<file path="config.mk">
export PLATFORM = sky130hd
export DESIGN_NAME = alu_stream_arbiter
export DESIGN_NICKNAME = d
export VERILOG_FILES = /design/src/rtl/alu_stream_arbiter.sv
export SDC_FILE = /design/constraint.sdc
export NUM_CORES = 1
export LEC_CHECK = 0
export ABC_AREA = 1
export CAP_MARGIN = 20
export CORE_AREA = 2 2 76 78
export CTS_BUF_LIST = sky130_fd_sc_hd__clkbuf_4 sky130_fd_sc_hd__clkbuf_8 sky130_fd_sc_hd__clkbuf_16
export CTS_CLUSTER_SIZE = 40
export DETAILED_ROUTE_END_ITERATION = 8
export DIE_AREA = 0 0 78 80
export GPL_TIMING_DRIVEN = 1
export PLACE_DENSITY = 0.78
export SYNTH_ARGS = -nofsm -noshare
export SYNTH_HDL_FRONTEND = slang
export SYNTH_SLANG_ARGS = --single-unit
</file>
<file path="constraint.sdc">
create_clock -name clk -period 1.55 [get_ports clk]
set_clock_uncertainty 0.05 [all_clocks]
set_input_delay 0.2325 -clock clk [delete_from_list [all_inputs] [get_ports clk]]
set_output_delay 0.2325 -clock clk [all_outputs]
set_load 0.01 [all_outputs]
</file>
<file path="src/rtl/alu_stream_arbiter.sv">
// alu_stream_arbiter: shares one combinational 8-bit ALU between two
// operand-stream requesters. Whole bursts are granted round-robin, results
// leave as a valid/last framed stream, and an idle gap follows every burst.
module alu_stream_arbiter #(
    parameter int MAX_BURST  = 16,
    parameter int GAP_CYCLES = 3
) (
    input  logic       clk,
    input  logic       rst_n,
    input  logic       req0_valid,
    output logic       req0_ready,
    input  logic [7:0] req0_A,
    input  logic [7:0] req0_B,
    input  logic [3:0] req0_instr,
    input  logic       req0_last,
    input  logic       req1_valid,
    output logic       req1_ready,
    input  logic [7:0] req1_A,
    input  logic [7:0] req1_B,
    input  logic [3:0] req1_instr,
    input  logic       req1_last,
    output logic [7:0] alu_A,
    output logic [7:0] alu_B,
    output logic [3:0] alu_instruction,
    input  logic [7:0] alu_F,
    output logic       out_valid,
    output logic [7:0] out_data,
    output logic       out_last,
    output logic       out_src,
    output logic       busy,
    output logic       burst_trunc
);

    typedef enum logic [1:0] {
        IDLE  = 2'd0,
        BURST = 2'd1,
        DRAIN = 2'd2
    } state_t;

    localparam int CNT_W = $clog2(MAX_BURST) + 1;
    localparam int GAP_W = $clog2(GAP_CYCLES + 2) + 1;
    // Count value seen while the MAX_BURST-th beat is being accepted.
    localparam logic [CNT_W-1:0] LAST_BEAT = CNT_W'(MAX_BURST - 1);
    // DRAIN lasts two pipeline-flush cycles plus the configured gap.
    localparam logic [GAP_W-1:0] GAP_END = GAP_W'(GAP_CYCLES + 1);

    state_t           state_q, state_d;
    logic             owner_q, owner_d;
    logic             rr_q, rr_d;
    logic [CNT_W-1:0] beat_cnt_q, beat_cnt_d;
    logic [GAP_W-1:0] gap_cnt_q, gap_cnt_d;
    logic             ready0_q, ready0_d;
    logic             ready1_q, ready1_d;
    logic             busy_q, busy_d;
    logic [7:0]       alu_a_q, alu_a_d;
    logic [7:0]       alu_b_q, alu_b_d;
    logic [3:0]       alu_i_q, alu_i_d;
    logic             s1_valid_q, s1_valid_d;
    logic             s1_last_q, s1_last_d;
    logic             s1_src_q, s1_src_d;
    logic             s1_trunc_q, s1_trunc_d;
    logic             out_valid_q, out_valid_d;
    logic [7:0]       out_data_q, out_data_d;
    logic             out_last_q, out_last_d;
    logic             out_src_q, out_src_d;
    logic             trunc_q, trunc_d;

    // Operands of the current owner; the non-owner is ignored entirely.
    logic       sel_valid_s;
    logic       sel_last_s;
    logic [7:0] sel_a_s;
    logic [7:0] sel_b_s;
    logic [3:0] sel_i_s;
    logic       accept_s;
    logic       force_s;
    logic       end_s;

    assign sel_valid_s = owner_q ? req1_valid : req0_valid;
    assign sel_last_s  = owner_q ? req1_last  : req0_last;
    assign sel_a_s     = owner_q ? req1_A     : req0_A;
    assign sel_b_s     = owner_q ? req1_B     : req0_B;
    assign sel_i_s     = owner_q ? req1_instr : req0_instr;
    assign accept_s    = (state_q == BURST) && sel_valid_s;
    assign force_s     = accept_s && !sel_last_s && (beat_cnt_q == LAST_BEAT);
    assign end_s       = sel_last_s || force_s;

    // Burst arbitration FSM: grant selection, beat counting, post-burst gap.
    always_comb begin
        state_d    = state_q;
        owner_d    = owner_q;
        rr_d       = rr_q;
        beat_cnt_d = beat_cnt_q;
        gap_cnt_d  = gap_cnt_q;
        case (state_q)
            IDLE: begin
                if (req0_valid && req1_valid) begin
                    owner_d = rr_q;
                    state_d = BURST;
                end else if (req0_valid) begin
                    owner_d = 1'b0;
                    state_d = BURST;
                end else if (req1_valid) begin
                    owner_d = 1'b1;
                    state_d = BURST;
                end else begin
                    state_d = IDLE;
                end
            end
            BURST: begin
                if (accept_s) begin
                    if (end_s) begin
                        state_d    = DRAIN;
                        rr_d       = ~owner_q;
                        beat_cnt_d = '0;
                        gap_cnt_d  = '0;
                    end else begin
                        beat_cnt_d = beat_cnt_q + CNT_W'(1);
                    end
                end else begin
                    state_d = BURST;
                end
            end
            DRAIN: begin
                if (gap_cnt_q == GAP_END) begin
                    state_d = IDLE;
                end else begin
                    gap_cnt_d = gap_cnt_q + GAP_W'(1);
                end
            end
            default: begin
                state_d = IDLE;
            end
        endcase
        ready0_d = (state_d == BURST) && (owner_d == 1'b0);
        ready1_d = (state_d == BURST) && (owner_d == 1'b1);
        busy_d   = (state_d != IDLE);
    end

    // Two-stage result pipeline: operand capture, then ALU result capture.
    always_comb begin
        alu_a_d    = alu_a_q;
        alu_b_d    = alu_b_q;
        alu_i_d    = alu_i_q;
        s1_src_d   = s1_src_q;
        s1_valid_d = 1'b0;
        s1_last_d  = 1'b0;
        s1_trunc_d = 1'b0;
        if (accept_s) begin
            alu_a_d    = sel_a_s;
            alu_b_d    = sel_b_s;
            alu_i_d    = sel_i_s;
            s1_valid_d = 1'b1;
            s1_last_d  = end_s;
            s1_trunc_d = force_s;
            s1_src_d   = owner_q;
        end else begin
            s1_valid_d = 1'b0;
        end
        out_valid_d = s1_valid_q;
        out_last_d  = s1_valid_q && s1_last_q;
        trunc_d     = s1_valid_q && s1_trunc_q;
        if (s1_valid_q) begin
            out_data_d = alu_F;
            out_src_d  = s1_src_q;
        end else begin
            out_data_d = out_data_q;
            out_src_d  = out_src_q;
        end
    end

    // State and pipeline registers; reset discards any in-flight beats.
    always_ff @(posedge clk or negedge rst_n) begin
        if (!rst_n) begin
            state_q     <= IDLE;
            owner_q     <= 1'b0;
            rr_q        <= 1'b0;
            beat_cnt_q  <= '0;
            gap_cnt_q   <= '0;
            ready0_q    <= 1'b0;
            ready1_q    <= 1'b0;
            busy_q      <= 1'b0;
            alu_a_q     <= 8'd0;
            alu_b_q     <= 8'd0;
            alu_i_q     <= 4'd0;
            s1_valid_q  <= 1'b0;
            s1_last_q   <= 1'b0;
            s1_src_q    <= 1'b0;
            s1_trunc_q  <= 1'b0;
            out_valid_q <= 1'b0;
            out_data_q  <= 8'd0;
            out_last_q  <= 1'b0;
            out_src_q   <= 1'b0;
            trunc_q     <= 1'b0;
        end else begin
            state_q     <= state_d;
            owner_q     <= owner_d;
            rr_q        <= rr_d;
            beat_cnt_q  <= beat_cnt_d;
            gap_cnt_q   <= gap_cnt_d;
            ready0_q    <= ready0_d;
            ready1_q    <= ready1_d;
            busy_q      <= busy_d;
            alu_a_q     <= alu_a_d;
            alu_b_q     <= alu_b_d;
            alu_i_q     <= alu_i_d;
            s1_valid_q  <= s1_valid_d;
            s1_last_q   <= s1_last_d;
            s1_src_q    <= s1_src_d;
            s1_trunc_q  <= s1_trunc_d;
            out_valid_q <= out_valid_d;
            out_data_q  <= out_data_d;
            out_last_q  <= out_last_d;
            out_src_q   <= out_src_d;
            trunc_q     <= trunc_d;
        end
    end

    assign req0_ready      = ready0_q;
    assign req1_ready      = ready1_q;
    assign busy            = busy_q;
    assign alu_A           = alu_a_q;
    assign alu_B           = alu_b_q;
    assign alu_instruction = alu_i_q;
    assign out_valid       = out_valid_q;
    assign out_data        = out_data_q;
    assign out_last        = out_last_q;
    assign out_src         = out_src_q;
    assign burst_trunc     = trunc_q;

endmodule

</file>
# == Word level (Yosys, flattened, before mapping) ==
# Cells that the tools add are included.
# op_classes
n_addsub,2
eq_ne,8
muxes,24
n_bitwise,2
n_reduce_logical,16
# ops
cell,n
$mux W4,4
$mux W8,2
$mux W1,12
$logic_and A1 B1 Y1,8
$pmux W4 S2,1
$mux W2,3
$ne A2 B2 Y1 const B,3
$pmux W2 S3,1
$add A5 B1 Y5 const B,1
$eq A5 B4 Y1 const B,1
$mux W5,1
$add A4 B1 Y4 const B,1
$eq A2 B1 Y1 const B,2
$eq A4 B3 Y1 const B,1
$reduce_and A4 Y1,1
$reduce_bool A2 Y1,2
$reduce_and A3 Y1,1
$eq A2 B2 Y1 const B,1
$logic_not A2 Y1,1
$not A1 Y1,2
$reduce_and A2 Y1,1
$logic_not A1 Y1,1
$logic_or A1 B1 Y1,1
# word_totals
regBits,52
in_bits,54
out_inout_bits,35
elab_cells,72

# == Longest topological paths before layout ==
# Gate-level depths: netlist (run 1).
# depth
word_depth,10
mapped_depth,10
depth_no_buf,8

# == Worst setup path before layout (run 1) ==
# OpenSTA, ideal clock, no wires.
# synth_path
path_kind,register to register
start,reg beat_cnt_q[0]
end,reg gap_cnt_q[1]
arrival_time_ns,1.274
t_required_ns,1.383
path_slack_ns,0.110
path_stages_with_launch,9
path_buffers,0
synth_period_minus_slack_ns,1.440
path_cell_list,dfrtp_1 ha_1 nand2_1 nor2_1 ha_1 o21ai_4 nand2_1 nand2_1 nand2_1
# synth_between
elab_chain_len,5
# synth_lines
item,line_no,source
from (decl),50,"logic [CNT_W-1:0] beat_cnt_q, beat_cnt_d;"
from (signal assigned),198,beat_cnt_q <= beat_cnt_d;
$eq A5 B4 Y1,84,assign force_s = accept_s && !sel_last_s && (beat_cnt_q == LAST_BEAT);
$logic_and A1 B1 Y1,84,
$logic_or A1 B1 Y1,85,assign end_s = sel_last_s || force_s;
$ne A2 B2 Y1 (no source line),-,
$reduce_and A4 Y1 (no source line),-,
to (signal assigned),199,gap_cnt_q <= gap_cnt_d;
to (decl),51,"logic [GAP_W-1:0] gap_cnt_q, gap_cnt_d;"
# No other way between the ends.
# A chain may end at the register's enable or synchronous reset.

# == Worst setup path in the final report (run 1) ==
# layout_path
start,reg beat_cnt_q[0]
end,reg rr_q
# layout_between
elab_chain_len,4
# layout_lines
item,line_no,source
$eq A5 B4 Y1,84,
$logic_and A1 B1 Y1,84,
$logic_or A1 B1 Y1,85,
$reduce_and A3 Y1 (no source line),-,
to (signal assigned),197,rr_q <= rr_d;
to (decl),49,"logic rr_q, rr_d;"
# No other way between the ends.

==> impl_metrics.json, run 1 <==
{
  "ios": 89,
  "irDropWorstVdd_v": 0.000954,
  "grt_pass1_vias": 1847,
  "async_reset_ff_frac": 1.00,
  "placementRows": 27,
  "synth.net_count": 300,
  "cts_sinks": 52,
  "drt_first_iter_violations": 66,
  "worst_skew_pair.late_latency_ns": 0.31,
  "timing.setup.critical_path_class": "flip-flop to flip-flop",
  "grt_start_max_net_pins": 22,
  "power_density_nw_per_um2": 1800,
  "fp.coreArea_um2": 5410,
  "route.detailed.vias_per_inst": 4.74,
  "grt.total_usage": 0.165,
  "route.detailed.drc": 0,
  "final_net_count": 399,
  "synthesis.area_per_instance_um2": 9.46,
  "setup-violations-final": 0,
  "number_of_buffers_inserted_during_clock_tree_synthesis": 5,
  "detail_route.first_pass.iterations": 4,
  "p_total_uw": 6210,
  "totalWireLength_mm": 5.11,
  "clock_tree.buffer_depth": 2,
  "number_of_enable_flip_flop_cells_after_synthesis": 0,
  "power.switching_uw": 2300,
  "power.share.sequential": 0.371,
  "critical_path_most_common_cell": "ha_2",
  "grt_antenna_before_repair": 0,
  "ys_ff_latch": 52,
  "count_of_mapped_cells_out_of_synthesis": 242,
  "worst_hold_path_type": "input port to async pin",
  "synth_top_cells_by_area": "dfrtp_1 (57%), nand2_1 (11%), a31oi_1 (5.5%)",
  "p_int_uw": 3910,
  "leakage_uw": 0.00161,
  "fp.dieArea_um2": 6240,
  "flow.area_growth_from_synthesis_pct": 50.8,
  "timing.rr.end": "rr_q",
  "timing.critical_path.cells": "ha_2 -> nand2_1 -> nor2_1 -> ha_2 -> o21ai_4 -> buf_4 -> o21ai_0",
  "yosysTopAreaCell": "dfrtp_1",
  "effective_utilization_at_floorplan": 0.424,
  "grt-ovfl-total": 0,
  "ant_nets": 0,
  "tritoncts": "built",
  "outcome": "finished clean",
  "maxSlewHeadroom": 0.686,
  "horizontal_die_dimension_um": 78,
  "synth_largest_type_area_fraction": 0.568,
  "antennaDiodeCount": 0,
  "gp_congestion": 0.802,
  "maxCapViolations": 0,
  "synth-warning-count": 0,
  "dr_total_vias": 1963,
  "h_tree_depth": 2,
  "worst-endpoint-arrival_ns": 1.65,
  "final_core_utilization": 0.639,
  "crit_path_end_kind": "flip-flop",
  "crit_start_category": "flip-flop",
  "worst-r2r-setup-slack_ns": 0.04,
  "worstMarginPinSlew_ns": 0.471,
  "timing.final.max_slew_violations": 0,
  "cts_root_cell": "clkbuf_8",
  "rr_worst_depth": 7,
  "final-hold-violation-count": 0,
  "post-route-period-util": 0.976,
  "synth_top_cells_by_count": "nand2_1 (65), dfrtp_1 (52), nor2_1 (29)",
  "critical_path.n_buffers_inverters": 1,
  "wire_length_of_the_first_global_routing_pass_mm": 8.19,
  "hold_slack_ns": 0.326,
  "post_synth_instance_area_um2": 2290,
  "combinationalPowerShare": 0.503,
  "finalWorstPathRequiredPeriod_ns": 1.51,
  "fillerInstances": 480,
  "crit_family": "adder cells",
  "rr_startpoint": "beat_cnt_q[0]",
  "fp.dieH_um": 80,
  "critical_path.slowest_cell": "dfrtp_1",
  "power.switching_fraction": 0.370,
  "synth_cell_types": 29,
  "critical_path_rt_ns": 1.69,
  "grt_setup_unrepaired": "yes",
  "synth-main-ff-cell": "dfrtp_1",
  "layout-drive-gt1-share": 0.143,
  "post_drt_wl_per_cell_um": 12.3,
  "crit_path_largest_cell_delay_ns": 0.39,
  "fmax_ghz": 0.661,
  "yosysSeqAreaShare": 0.568,
  "worstPathMaxFanout": 6,
  "place.detailed.hpwl_mm": 3.86,
  "clockPowerShare": 0.126,
  "yosys.cell_count.top_type": "nand2_1",
  "place.port_buffers": 88,
  "path_clk_slew_ns": 0.10
}
power by group through the flow:
stage          Combinational (uW)  Clock (uW)  Sequential (uW)
2_1_floorplan                1550           0             2450
3_3_place_gp                 3070           0             2310
3_5_place_dp                 3140           0             2340
4_1_cts                      3150         821             2310
5_1_grt                      3450         874             2380
6_report                     3120         783             2300
worst max-delay path by stage:
stage	from	to	slack, ns	cells after the start
floorplan	beat_cnt_q[0]	gap_cnt_q[1]	0.11	8
global route	beat_cnt_q[0]	rr_q	-0.04	8
finish	beat_cnt_q[0]	rr_q	0.04	7
detailed placement	req1_valid	alu_B[0]	-0.19	8
CTS	beat_cnt_q[0]	gap_cnt_q[0]	-0.006	7
global placement	req1_valid	alu_B[6]	-0.09	8
placed cells by master, fill, tap and decap left out, types with 2 or more instances in the layout:
cell             count
clkdlybuf4s50_1     81
nand2_1             62
dfrtp_1             51
nor2_1              29
inv_1               20
a31oi_1             20
buf_4               11
mux2_2               9
nand3_1              6
dlymetal6s2s_1       6
nand2_2              5
clkbuf_8             5
a21oi_1              4
inv_2                2
nand4_1              2
o21ai_0              2
o22ai_1              2
o21ai_1              2
ha_2                 2
ha_1                 2
clkinv_4             2
buf_12               2
per-stage QoR:
step,instances,instance area (um^2),TNS [ns],worst slack (ns)
final,414,3450,0,0.0369
after global routing,414,3450,-0.197,-0.0427
after CTS,413,3410,-0.0100,-0.00552
after detailed placement,404,3310,-2.97,-0.188
after global placement,404,3310,-1.45,-0.0909
after floorplan,242,2290,0,0.110
cell type report:
type / instances / area (um^2) / area share
clock buffers: 5 / 68.8 / 0.0199
clock inverters: 3 / 26.3 / 0.00761
inverters: 23 / 88.8 / 0.0257
multi-input cells: 156 / 842 / 0.244
flip-flops and latches: 52 / 1300 / 0.377
well taps: 72 / 90.1 / 0.0261
repair buffers: 103 / 1030 / 0.300
registers in the layout (all words and copies together) (netlist names):
register and cells:
alu_A 8, alu_B 8, alu_instruction 4, beat_cnt_q 5, burst_trunc 1, busy 1, gap_cnt_q 4, out_data 8
out_last 1, out_src 1, out_valid 1, out_valid_d 1, owner_q 1, req0_ready 1, req1_ready 1, rr_q 1
s1_last_q 1, s1_src_q 1, s1_trunc_q 1, state_q 2
logic make-up after synthesis:
family                     Yosys count  share of synthesized area
and+or+nand+nor                    110                      0.204
DFF                                 52                      0.568
buffers and inverters               34                     0.0694
AOI/OAI and AO/OA                   32                     0.0885
muxes                                9                     0.0443
adders and majority gates            4                     0.0219
xor gates and xnor gates             1                    0.00383
per-layer routing:
layer | up-vias | global-route usage | share of wire
met5 | - | 0 | 0
met2 | 60 | 0.288 | 0.49
met1 | 913 | 0.205 | 0.44
met3 | 7 | 0.0339 | 0.054
li1 | 983 | - | -
met4 | 0 | 0.0526 | 0.013
repair_timing:
action | 4_1_cts | 5_1_grt
setup buffers | 0 | 1
hold buffers | 1 | 0
pin swaps | 1 | 3
endpoints found under the setup margin | 4 | 20
endpoints found under the hold margin | 14 | 0
resized for setup | 0 | 13
(Power assumes the default switching activity.)
==> run 2, diff against run 1 <==
--- a/config.mk
+++ b/config.mk
@@ -7,13 +7,14 @@
 export LEC_CHECK = 0
 export ABC_AREA = 1
 export CAP_MARGIN = 20
-export CORE_AREA = 2 2 76 78
+export CORE_AREA = 2 2 59 102
 export CTS_BUF_LIST = sky130_fd_sc_hd__clkbuf_4 sky130_fd_sc_hd__clkbuf_8 sky130_fd_sc_hd__clkbuf_16
 export CTS_CLUSTER_SIZE = 40
 export DETAILED_ROUTE_END_ITERATION = 8
-export DIE_AREA = 0 0 78 80
+export DIE_AREA = 0 0 61 104
 export GPL_TIMING_DRIVEN = 1
-export PLACE_DENSITY = 0.78
+export PLACE_DENSITY = 0.76
+export SLEW_MARGIN = 20
 export SYNTH_ARGS = -nofsm -noshare
 export SYNTH_HDL_FRONTEND = slang
 export SYNTH_SLANG_ARGS = --single-unit
==> impl_metrics.json, run 2 (synthesized netlist as in run 1, its figures left out) <==
{
  "outcome": "finished clean",
  "grt-ovfl-total": 0,
  "layout_setup_ws_ns": 0.0303,
  "route.detailed.vias_per_inst": 4.81,
  "effective_utilization_at_floorplan": 0.413,
  "layout-drive-gt1-share": 0.147,
  "placementRows": 36,
  "power.switching_uw": 2340,
  "h_tree_depth": 2,
  "irDropWorstVdd_v": 0.00139,
  "ios": 89,
  "worst_setup_path_startpoint": "beat_cnt_q[1]",
  "clockPowerShare": 0.149,
  "drt_first_iter_violations": 57,
  "p_int_uw": 4090,
  "clock_tree.buffer_depth": 2,
  "crit_path_largest_cell_delay_ns": 0.41,
  "setup-violations-final": 0,
  "combinationalPowerShare": 0.491,
  "power.share.sequential": 0.359,
  "timing.critical_path.to": "req0_ready",
  "worst_hold_path_type": "input port to async pin",
  "place.detailed.hpwl_mm": 3.97,
  "fp.dieH_um": 104,
  "timing.critical_path.cells": "ha_2 -> nand2_1 -> nor2_1 -> ha_2 -> o21ai_4 -> nand2_2 -> a21oi_2",
  "worst-endpoint-arrival_ns": 1.71,
  "maxSlewHeadroom": 0.611,
  "gp_congestion": 0.842,
  "grt_antenna_before_repair": 0,
  "horizontal_die_dimension_um": 61,
  "route.detailed.drc": 0,
  "ant_nets": 0,
  "cts_root_cell": "clkbuf_8",
  "number_of_buffers_inserted_during_clock_tree_synthesis": 5,
  "power.switching_fraction": 0.363,
  "power_density_nw_per_um2": 1850,
  "worst-r2r-setup-slack_ns": 0.03,
  "worst_skew_pair.late_latency_ns": 0.31,
  "antennaDiodeCount": 0,
  "rr_worst_depth": 7,
  "wire_length_of_the_first_global_routing_pass_mm": 8.71,
  "grt.total_usage": 0.181,
  "worstMarginPinSlew_ns": 0.583,
  "path_clk_slew_ns": 0.10,
  "grt_setup_unrepaired": "yes",
  "tns_ns": 0,
  "fp.coreArea_um2": 5540,
  "tritoncts": "built",
  "critical_path.slowest_cell": "dfrtp_1",
  "hold_slack_ns": 0.397,
  "post_drt_wl_per_cell_um": 12.5,
  "final-hold-violation-count": 0,
  "finalWorstPathRequiredPeriod_ns": 1.52,
  "final_common_cell": "clkdlybuf4s50_1",
  "fmax_ghz": 0.658,
  "detail_route.first_pass.iterations": 4,
  "final_net_count": 397,
  "crit_path_end_kind": "flip-flop",
  "rr_startpoint": "beat_cnt_q[1]",
  "place_worst_setup_slack_ns": -0.133,
  "dr_total_vias": 2001,
  "timing.final.max_slew_violations": 0,
  "fp.dieArea_um2": 6340,
  "critical_path_rt_ns": 1.74,
  "crit_start_category": "flip-flop",
  "mostFrequentLayoutCells": "clkdlybuf4s50_1 (84), nand2_1 (63), dfrtp_1 (52), nor2_1 (27), a31oi_1 (20)",
  "post-route-period-util": 0.980,
  "totalWireLength_mm": 5.22,
  "fillerInstances": 477,
  "maxCapViolations": 0,
  "cts_sinks": 52,
  "leakage_uw": 0.00158,
  "worstPathMaxFanout": 7,
  "flow.area_growth_from_synthesis_pct": 51.7,
  "timing.setup.critical_path_class": "flip-flop to flip-flop",
  "timing.rr.end": "req0_ready",
  "critical_path_most_common_cell": "ha_2",
  "place.port_buffers": 88,
  "grt_pass1_vias": 2020,
  "final_core_utilization": 0.627,
  "grt_start_max_net_pins": 26
}
==> run 2: how the worst min path moves through the flow <==
stage	to	from
6_report	out_data[4]	rst_n
2_1_floorplan	alu_A[0]	rst_n
4_1_cts	out_last	s1_last_q
5_1_grt	alu_B[1]	req0_B[1]
3_5_place_dp	out_data[4]	rst_n
3_3_place_gp	out_data[4]	rst_n
==> run 2: what timing repair did <==
item                                    CTS  global route
pin swaps                                 1             5
gates cloned                              0             0
hold endpoints to repair                 22             0
setup buffers                             0             2
resized for setup                         4             8
hold buffers                              1             0
endpoints found under the setup margin    4            13
==> run 2: critical path: cells and delay by family, from the launching register on <==
family / cells / cell delay (ns)
compound gates: 2 / 0.39
flops: 1 / 0.41
fa+ha+maj: 2 / 0.37
simple gates: 3 / 0.22
==> run 2: layout make-up <==
cell class / count / area (um^2) / share of cell area
well taps: 76 / 95.1 / 0.0274
flip-flops and latches: 52 / 1300 / 0.375
clock buffers: 6 / 76.3 / 0.0220
clock inverters: 2 / 38.8 / 0.0112
repair buffers: 101 / 1020 / 0.294
inverters: 23 / 88.8 / 0.0256
multi-input cells: 156 / 852 / 0.245
==> run 2: routing by layer <==
layer | wire length [um] | vias up | part of all wire | global-route usage
met1 | 1870 | 942 | 0.36 | 0.187
met3 | 232 | 17 | 0.044 | 0.0435
li1 | - | 971 | - | -
met5 | 0 | - | 0 | 0
met2 | 2920 | 71 | 0.56 | 0.318
met4 | 195 | 0 | 0.037 | 0.0947
==> run 2: through the flow <==
| step | std cells | instance area, um^2 | total power [uW] |
|---|---|---|---|
| detailed placement | 405 | 3300 | 5460 |
| CTS | 414 | 3440 | 6450 |
| floorplan | 242 | 2290 | 4000 |
| finish | 416 | 3470 | 6430 |
| global placement | 405 | 3300 | 5370 |
| global route | 416 | 3470 | 6870 |
==> run 2: power by group through the flow <==
| stage | clock network [uW] | registers (uW) | logic [uW] |
|---|---|---|---|
| finish | 960 | 2310 | 3160 |
| global route | 1030 | 2390 | 3450 |
| CTS | 977 | 2320 | 3150 |
| detailed placement | 0 | 2350 | 3110 |
| global placement | 0 | 2330 | 3040 |
| floorplan | 0 | 2450 | 1550 |
